### src/rtl/pkt_tx.sv
// Packet transmitter: buffers payload bytes in a small FIFO and frames them as
// header / payload / parity packets for a downstream router that can stall.
module pkt_tx #(
  parameter int FIFO_DEPTH = 16
) (
  input  logic       clk,
  input  logic       rst,
  input  logic       wr_en,
  input  logic [7:0] wr_data,
  output logic       fifo_full,
  output logic       ovf,
  input  logic       cmd_valid,
  output logic       cmd_ready,
  input  logic [1:0] cmd_dest,
  input  logic [3:0] cmd_len,
  input  logic       cmd_bad_par,
  input  logic       busy,
  output logic       pkt_valid,
  output logic [7:0] data_out,
  output logic [7:0] pkt_cnt
);

  localparam int AW = $clog2(FIFO_DEPTH);
  localparam int CW = AW + 1;

  typedef enum logic [2:0] {
    IDLE,
    HEADER,
    PAYLOAD,
    PARITY,
    GAP
  } state_t;

  logic [7:0]    mem [FIFO_DEPTH];

  state_t        state_q,     state_d;
  logic [AW-1:0] wr_ptr_q,    wr_ptr_d;
  logic [AW-1:0] rd_ptr_q,    rd_ptr_d;
  logic [CW-1:0] count_q,     count_d;
  logic          ovf_q,       ovf_d;
  logic [1:0]    dest_q,      dest_d;
  logic [3:0]    len_q,       len_d;
  logic          bad_q,       bad_d;
  logic [3:0]    rem_q,       rem_d;
  logic [7:0]    parity_q,    parity_d;
  logic          pkt_valid_q, pkt_valid_d;
  logic [7:0]    data_out_q,  data_out_d;
  logic [7:0]    pkt_cnt_q,   pkt_cnt_d;

  logic          full;
  logic          push;
  logic          pop;
  logic          xfer;
  logic [AW-1:0] rd_next;
  logic [7:0]    header;
  logic [7:0]    head_byte;
  logic [7:0]    next_byte;
  logic [7:0]    par_mask;

  assign full      = (count_q == CW'(FIFO_DEPTH));
  assign push      = wr_en & ~full;
  assign xfer      = pkt_valid_q & ~busy;
  assign pop       = xfer & (state_q == PAYLOAD);
  assign rd_next   = rd_ptr_q + AW'(1);
  assign header    = {2'b00, len_q, dest_q};
  assign head_byte = mem[rd_ptr_q];
  assign next_byte = mem[rd_next];
  assign par_mask  = {8{bad_q}};

  assign cmd_ready = (state_q == IDLE) && (count_q >= CW'(cmd_len));
  assign fifo_full = full;
  assign ovf       = ovf_q;
  assign pkt_valid = pkt_valid_q;
  assign data_out  = data_out_q;
  assign pkt_cnt   = pkt_cnt_q;

  always_ff @(posedge clk) begin
    if (push) begin
      mem[wr_ptr_q] <= wr_data;
    end
  end

  always_comb begin
    state_d     = state_q;
    wr_ptr_d    = wr_ptr_q;
    rd_ptr_d    = rd_ptr_q;
    count_d     = count_q;
    ovf_d       = ovf_q | (wr_en & full);
    dest_d      = dest_q;
    len_d       = len_q;
    bad_d       = bad_q;
    rem_d       = rem_q;
    parity_d    = parity_q;
    pkt_valid_d = pkt_valid_q;
    data_out_d  = data_out_q;
    pkt_cnt_d   = pkt_cnt_q;

    if (push) begin
      wr_ptr_d = wr_ptr_q + AW'(1);
    end
    if (pop) begin
      rd_ptr_d = rd_next;
    end
    case ({push, pop})
      2'b10:   count_d = count_q + CW'(1);
      2'b01:   count_d = count_q - CW'(1);
      default: count_d = count_q;
    endcase

    // Every byte-producing state only advances on a transfer, so busy freezes
    // state, data_out and pkt_valid together.
    case (state_q)
      IDLE: begin
        if (cmd_valid && cmd_ready) begin
          state_d     = HEADER;
          dest_d      = cmd_dest;
          len_d       = cmd_len;
          bad_d       = cmd_bad_par;
          rem_d       = cmd_len;
          parity_d    = 8'h00;
          pkt_valid_d = 1'b1;
          data_out_d  = {2'b00, cmd_len, cmd_dest};
        end
      end
      HEADER: begin
        if (xfer) begin
          parity_d = header;
          if (len_q != 4'd0) begin
            state_d    = PAYLOAD;
            data_out_d = head_byte;
          end else begin
            state_d    = PARITY;
            data_out_d = header ^ par_mask;
          end
        end
      end
      PAYLOAD: begin
        if (xfer) begin
          parity_d = parity_q ^ data_out_q;
          rem_d    = rem_q - 4'd1;
          if (rem_q == 4'd1) begin
            state_d    = PARITY;
            data_out_d = parity_q ^ data_out_q ^ par_mask;
          end else begin
            data_out_d = next_byte;
          end
        end
      end
      PARITY: begin
        if (xfer) begin
          state_d     = GAP;
          pkt_valid_d = 1'b0;
          data_out_d  = 8'h00;
          pkt_cnt_d   = pkt_cnt_q + 8'd1;
        end
      end
      GAP: begin
        state_d = IDLE;
      end
      default: begin
        state_d     = IDLE;
        pkt_valid_d = 1'b0;
        data_out_d  = 8'h00;
      end
    endcase
  end

  always_ff @(posedge clk) begin
    if (rst) begin
      state_q     <= IDLE;
      wr_ptr_q    <= '0;
      rd_ptr_q    <= '0;
      count_q     <= '0;
      ovf_q       <= 1'b0;
      dest_q      <= 2'b00;
      len_q       <= 4'd0;
      bad_q       <= 1'b0;
      rem_q       <= 4'd0;
      parity_q    <= 8'h00;
      pkt_valid_q <= 1'b0;
      data_out_q  <= 8'h00;
      pkt_cnt_q   <= 8'h00;
    end else begin
      state_q     <= state_d;
      wr_ptr_q    <= wr_ptr_d;
      rd_ptr_q    <= rd_ptr_d;
      count_q     <= count_d;
      ovf_q       <= ovf_d;
      dest_q      <= dest_d;
      len_q       <= len_d;
      bad_q       <= bad_d;
      rem_q       <= rem_d;
      parity_q    <= parity_d;
      pkt_valid_q <= pkt_valid_d;
      data_out_q  <= data_out_d;
      pkt_cnt_q   <= pkt_cnt_d;
    end
  end

endmodule

### config.mk
export PLATFORM = sky130hd
export DESIGN_NAME = pkt_tx
export DESIGN_NICKNAME = d
export VERILOG_FILES = /design/src/rtl/pkt_tx.sv
export SDC_FILE = /design/constraint.sdc
export NUM_CORES = 1
export LEC_CHECK = 0
export CAP_MARGIN = 20
export CORE_ASPECT_RATIO = 0.6
export CORE_MARGIN = 4
export CORE_UTILIZATION = 60
export DETAILED_ROUTE_END_ITERATION = 10
export PLACE_DENSITY = 0.77
export REMOVE_ABC_BUFFERS = 1
export SKIP_LAST_GASP = 1
export SLEW_MARGIN = 40
export SYNTH_ARGS = -nofsm -noshare
export SYNTH_HDL_FRONTEND = slang
export SYNTH_SLANG_ARGS = --single-unit
### constraint.sdc
create_clock -name clk -period 4.1 [get_ports clk]
set_input_delay 0.41 -clock clk [delete_from_list [all_inputs] [get_ports clk]]
set_output_delay 0.41 -clock clk [all_outputs]
set_load 0.1 [all_outputs]
==> results.cfg, run 1 <==
[setup_path]
max_stage_delay_ns = 0.58
cp_max_fo = 14
crit_chain = nor3b_2 > buf_4 > nand2_1 > clkinv_1 > ha_1 > inv_1 > fa_1 > nor2b_1 > o21ai_0 > and3_1 > nor3_1 > xnor2_1 > nor2_1
worst_path_max_delay_cell = dfxtp_1
endpoint_kind = register
crit_arrival_ns = 3.53
worstSetupPathType = reg2reg
start_kind = register
required_ns = 4.40

[route]
drt_iter0_markers = 1051
vias_per_cell = 6.75
first_pass_iters = 5
vias = 6249
drtAntennaViolNets = 0
drc_errors = 0
wl_per_cell_um = 25.6
wl_mm = 23.7

[clock_tree]
cts_buffer_depth = 2
clock_sinks = 185
insertion_delay_ns = 0.44
cts-root-buf = clkbuf_16
htree_levels = 4
cts_tree = built
cts_resized = 0
postCtsSetupBuffers = 0
clk_pin_slew_ns = 0.07
holdBufCountCts = 0
cts_made_buffers = 17

[die]
die_h_um = 104
rows = 34
die_area_um2 = 17300
initial_core_util = 0.622
core-area_um2 = 14700
die_w_um = 167
ios = 40

[logic_synthesis]
synth_ff_type = edfxtp_1
async_reset_ff_frac = 0
netlist_area_um2 = 9120
syn_inst = 676
ys_seq_area_frac = 0.546
yosysWarnings = 0
avgSynthCellArea_um2 = 13.5
synth_edf_count = 128
synth_cell_types = 53
ys_ff_latch = 185

[power_and_ir_drop]
p_leak_nw = 3.36
ir_drop_v = 0.000254
powerDensity_nw_per_um2 = 387

[grt]
antenna_found_initial = 0
grt_pass1_vias = 6211
grtUsageTotal = 0.280
grt_pass1_wl_mm = 36.9
grt_start_max_net_pins = 48
globalRouteOverflowTotal = 0

[place]
portBuffers = 39
routabilityCongestion = 0.917
dp_hpwl_mm = 16.3
dp.cells = 894

[run]
maxCapViolCount = 0

[finish]
final_cell_mix = edfxtp_1 (128), mux4_2 (64), nor2_1 (62), dfxtp_1 (55), a21oi_1 (38)
layout_commonest_cell = edfxtp_1
diodes = 0
fin_util = 0.700
finalNetCount = 752
fin_cells = 926
area_growth_syn_to_layout_pct = 12.7
drive_above_1_share = 0.228

[sta]
fmax_ghz = 0.310
tightest_slew_ns = 0.830
rsz0062_at_grt = no
slew_violations = 0
hold_viol = 0
fin_hold_ws_ns = 0.478
setup_viol = 0
slew-limit-headroom = 0.446
fin_skew_ns = 0.00944
setup-tns-final_ns = 0
period_minus_slack_ns = 3.23
fin_crit_sh = 0.788

[outcome]
status = finished, final reports clean

[min_path]
hp-class = reg2reg
## worst max-delay path, delay by kind of cell, from the launching register on
kind / cells / cell delay (ns)
buffers and inverters: 3 / 0.57
flip-flops: 1 / 0.58
XOR/XNOR: 1 / 0.14
AND/OR/NAND/NOR: 6 / 1.00
AO/OA/AOI/OAI: 1 / 0.12
adder cells (fa/ha/maj): 2 / 0.67
## cells by family after synthesis
logic type	count (synthesis)	share of synthesized area
AOI/OAI and AO/OA	113	0.0831
xor gates and xnor gates	37	0.0363
adders and majority gates	17	0.0241
buffers and inverters	61	0.0303
DFF	185	0.546
muxes	93	0.190
and+or+nand+nor	170	0.0893
## where the power goes
group | switching, W | internal [W] | total [W]
Clock | 0.000751 | 0.000974 | 0.00173
Combinational | 0.000137 | 0.0000755 | 0.000213
Sequential | 0.0000231 | 0.00202 | 0.00204
Total | 0.000912 | 0.00307 | 0.00398
## per-layer routing
metal	GRT usage	vias up	part of all wire
met5	0.0116	-	0
met4	0.0521	0	0.013
met3	0.0777	37	0.11
met2	0.419	389	0.45
met1	0.418	3142	0.42
li1	-	2681	-
## synthesized netlist by cell type, types with 4 or more instances
cell type	count	area [µm²]
edfxtp_1	128	3840
nor2_1	70	263
mux4_2	64	1440
dfxtp_1	57	1140
a21oi_1	38	190
nand2_1	33	124
mux2i_1	25	250
o21ai_0	22	110
xnor2_1	21	184
inv_1	20	75.1
buf_2	17	85.1
clkbuf_1	16	60.1
ha_1	16	200
xor2_1	15	131
nor3_1	14	70.1
nand3_1	13	65.1
nor2b_1	9	56.3
o211ai_1	7	52.6
a31oi_1	6	37.5
a32o_1	6	60.1
nand2b_1	5	31.3
nand4_1	5	31.3
a2111oi_2	4	60.1
a21o_1	4	30.0
and3_1	4	25.0
mux2_2	4	45.0
nor3b_2	4	50.1
o21ai_1	4	20.0
## flip-flops by register name, summed over array words and instances, names as in the netlist, named ones only
name / cells
data_out: 8
ovf: 1
state_q: 3
pkt_valid: 1
dest_q: 2
pkt_cnt: 8
parity_q: 8
wr_ptr_q: 4
len_q: 4
mem: 128
rd_ptr_q: 4
count_q: 5
rem_q: 4
bad_q: 1
## path summary, 6_finish.rpt
path	start	to	slack, ns	depth (start not counted)
worst max-delay path	state_q[1]	count_q[4]	0.87	13
worst min register to register	rem_q[1]	rem_q[1]	0.48	2
worst min-delay path	rem_q[1]	rem_q[1]	0.48	2
worst max register to register	state_q[1]	count_q[4]	0.87	13
## cell type report
cell class	count	area, µm²
inverter	21	78.8
clock buffer	17	425
fill	996	4400
sequential	185	4990
multi-input combinational	430	3910
tap	198	248
timing repair buffer	60	445
clock inverter	15	186
## per-stage QoR
| step | setup WS, ns | cell area, µm² | total power [W] |
|---|---|---|---|
| after floorplan | 0.196 | 8920 | 0.00219 |
| after global placement | 0.979 | 9720 | 0.00228 |
| after detailed placement | 0.819 | 9650 | 0.00229 |
| after CTS | 0.931 | 10300 | 0.00398 |
| after global routing | 0.634 | 10300 | 0.00409 |
| final | 0.871 | 10300 | 0.00398 |
Power figures use the tool's default switching activity.
==> inputs of run 2 (changes only) <==
--- a/config.mk
+++ b/config.mk
@@ -8,9 +8,9 @@
 export CAP_MARGIN = 20
 export CORE_ASPECT_RATIO = 0.6
 export CORE_MARGIN = 4
-export CORE_UTILIZATION = 60
+export CORE_UTILIZATION = 55
 export DETAILED_ROUTE_END_ITERATION = 10
-export PLACE_DENSITY = 0.77
+export PLACE_DENSITY = 0.74
 export REMOVE_ABC_BUFFERS = 1
 export SKIP_LAST_GASP = 1
 export SLEW_MARGIN = 40
==> constraint.sdc (replaced) <==
create_clock -name clk -period 2.7 [get_ports clk]
set_input_delay 0.27 -clock clk [delete_from_list [all_inputs] [get_ports clk]]
set_output_delay 0.27 -clock clk [all_outputs]
set_load 0.1 [all_outputs]
==> run 2 against run 1 <==
Compared with the run above: via count up 0.40%; sequential share of layout area down 1.4 points; critical path depth unchanged; hold slack worse by 0.25 ns; global-route usage down 1.9 points; sequential power up 52%; maximum frequency up 27%; total power up 48%; die area up 8.5%; largest power group unchanged; utilization down 4.9 points; largest cell class unchanged; first-iteration DRC count down 35%.
==> results.cfg, run 2 (same netlist as run 1, synthesis figures left out) <==
[route]
wl_mm = 23.8
drt_iter0_markers = 687
wl_per_cell_um = 24.0
vias_per_cell = 6.32
drtAntennaViolNets = 0
first_pass_iters = 6
vias = 6274
drc_errors = 0

[clock_tree]
clock_sinks = 185
cts_tree = built
cts_resized = 0
postCtsSetupBuffers = 0
cts-root-buf = clkbuf_16
cts_made_buffers = 17
htree_levels = 4
holdBufCountCts = 0
insertion_delay_ns = 0.43
clk_pin_slew_ns = 0.08
cts_buffer_depth = 2

[grt]
grt_pass1_wl_mm = 36.6
grt_start_max_net_pins = 47
grtUsageTotal = 0.260
globalRouteOverflowTotal = 0
grt_pass1_vias = 6260
antenna_found_initial = 0

[finish]
final_cell_mix = edfxtp_1 (128), buf_4 (74), nor2_1 (70), mux4_2 (64), dfxtp_1 (55)
multiInputGateArea_um2 = 3880
diodes = 0
n_fill_cell = 1172
area_growth_syn_to_layout_pct = 16.2
finalInstanceArea_um2 = 10600
largest_register_ffs = 128
seq_area_um2 = 4990
drive_above_1_share = 0.253
regMostFlops = mem
layout_commonest_cell = edfxtp_1
finalNetCount = 788

[setup_path]
rr_startpoint = count_q[2]
crit_arrival_ns = 2.84
rr_endpoint = count_q[4]
start_kind = register
worstRegToRegCells = 13
endpoint_kind = register
cp_max_fo = 4
reg2reg_setup_slack_ns = 0.16
worstSetupPathType = reg2reg
required_ns = 3.00

[die]
die_area_um2 = 18800
die_w_um = 174
ios = 40
die_h_um = 108
rows = 36
core-area_um2 = 16300
initial_core_util = 0.561

[power_and_ir_drop]
powerDensity_nw_per_um2 = 555
power_w = 0.00588
ir_drop_v = 0.000420
p_leak_nw = 3.52

[min_path]
hp-class = in2reg
min_to = state_q[2]
min_path_cells = 3
hp-start = rst

[place]
dp_hpwl_mm = 17.2
dpl_worst_slack_ns = 0.0128
placed_area_um2 = 10000
routabilityCongestion = 0.943
portBuffers = 39

[sta]
slew_violations = 0
fmax_ghz = 0.394
tightest_slew_ns = 0.817
hold_viol = 0
fin_crit_sh = 0.939
setup-tns-final_ns = 0
worst_slack_ns = 0.164
slew-limit-headroom = 0.455
fin_hold_ws_ns = 0.232
setup_viol = 0
fin_skew_ns = 0.0119
period_minus_slack_ns = 2.54

[outcome]
status = finished, final reports clean

[run]
maxCapViolCount = 0
[run 2: changes by cell type in the layout (fill, tap and decap cells not counted), moves of 3 or more]
cell	before	now
buf_2	20	0
buf_12	0	3
nor2_2	8	0
buf_4	22	74
nor2_1	62	70
[run 2: where the power goes]
group / total [W] / internal [W] / switching, W
Clock: 0.00243 / 0.00130 / 0.00114
Combinational: 0.000344 / 0.000129 / 0.000215
Sequential: 0.00310 / 0.00307 / 0.0000328
Total: 0.00588 / 0.00449 / 0.00138
[run 2: critical path, cell delays in order (launching register included)]
cell	delay, ns
dfxtp_1	0.36
nor2_1	0.14
and4_4	0.26
nor2b_1	0.06
inv_1	0.07
ha_1	0.20
inv_1	0.10
fa_1	0.38
nor2b_1	0.17
o21ai_0	0.13
and3_1	0.21
nor3_2	0.13
xnor2_1	0.14
nor2_1	0.06
[run 2: layout make-up]
cell class | instances | area share
clock buffers | 18 | 0.0405
clock inverters | 14 | 0.0131
inverters | 21 | 0.00744
multi-input cells | 430 | 0.366
flip-flops and latches | 185 | 0.471
well taps | 228 | 0.0269
repair buffers | 96 | 0.0756
[run 2: per-stage QoR]
step / utilization / std cells
global placement: 0.616 / 960
global route: 0.652 / 992
CTS: 0.651 / 992
floorplan: - / 636
finish: 0.652 / 992
detailed placement: 0.616 / 960
[run 2: metal layers]
metal / part of all wire / vias up / global-route usage / wire length [µm]
li1: - / 2756 / - / -
met1: 0.44 / 3160 / 0.386 / 10400
met2: 0.44 / 330 / 0.382 / 10500
met3: 0.11 / 28 / 0.0688 / 2560
met4: 0.013 / 0 / 0.0734 / 298
met5: 0 / - / 0 / 0
[run 2: worst max path at each step]
stage                            from     endpoint  slack, ns
final                      count_q[2]   count_q[4]       0.16
after global routing       count_q[1]   count_q[4]      -0.06
after CTS                  count_q[0]   count_q[4]       0.14
after detailed placement         busy   count_q[4]       0.01
after global placement           busy   count_q[4]       0.07
after floorplan           rd_ptr_q[0]  data_out[0]      -1.20
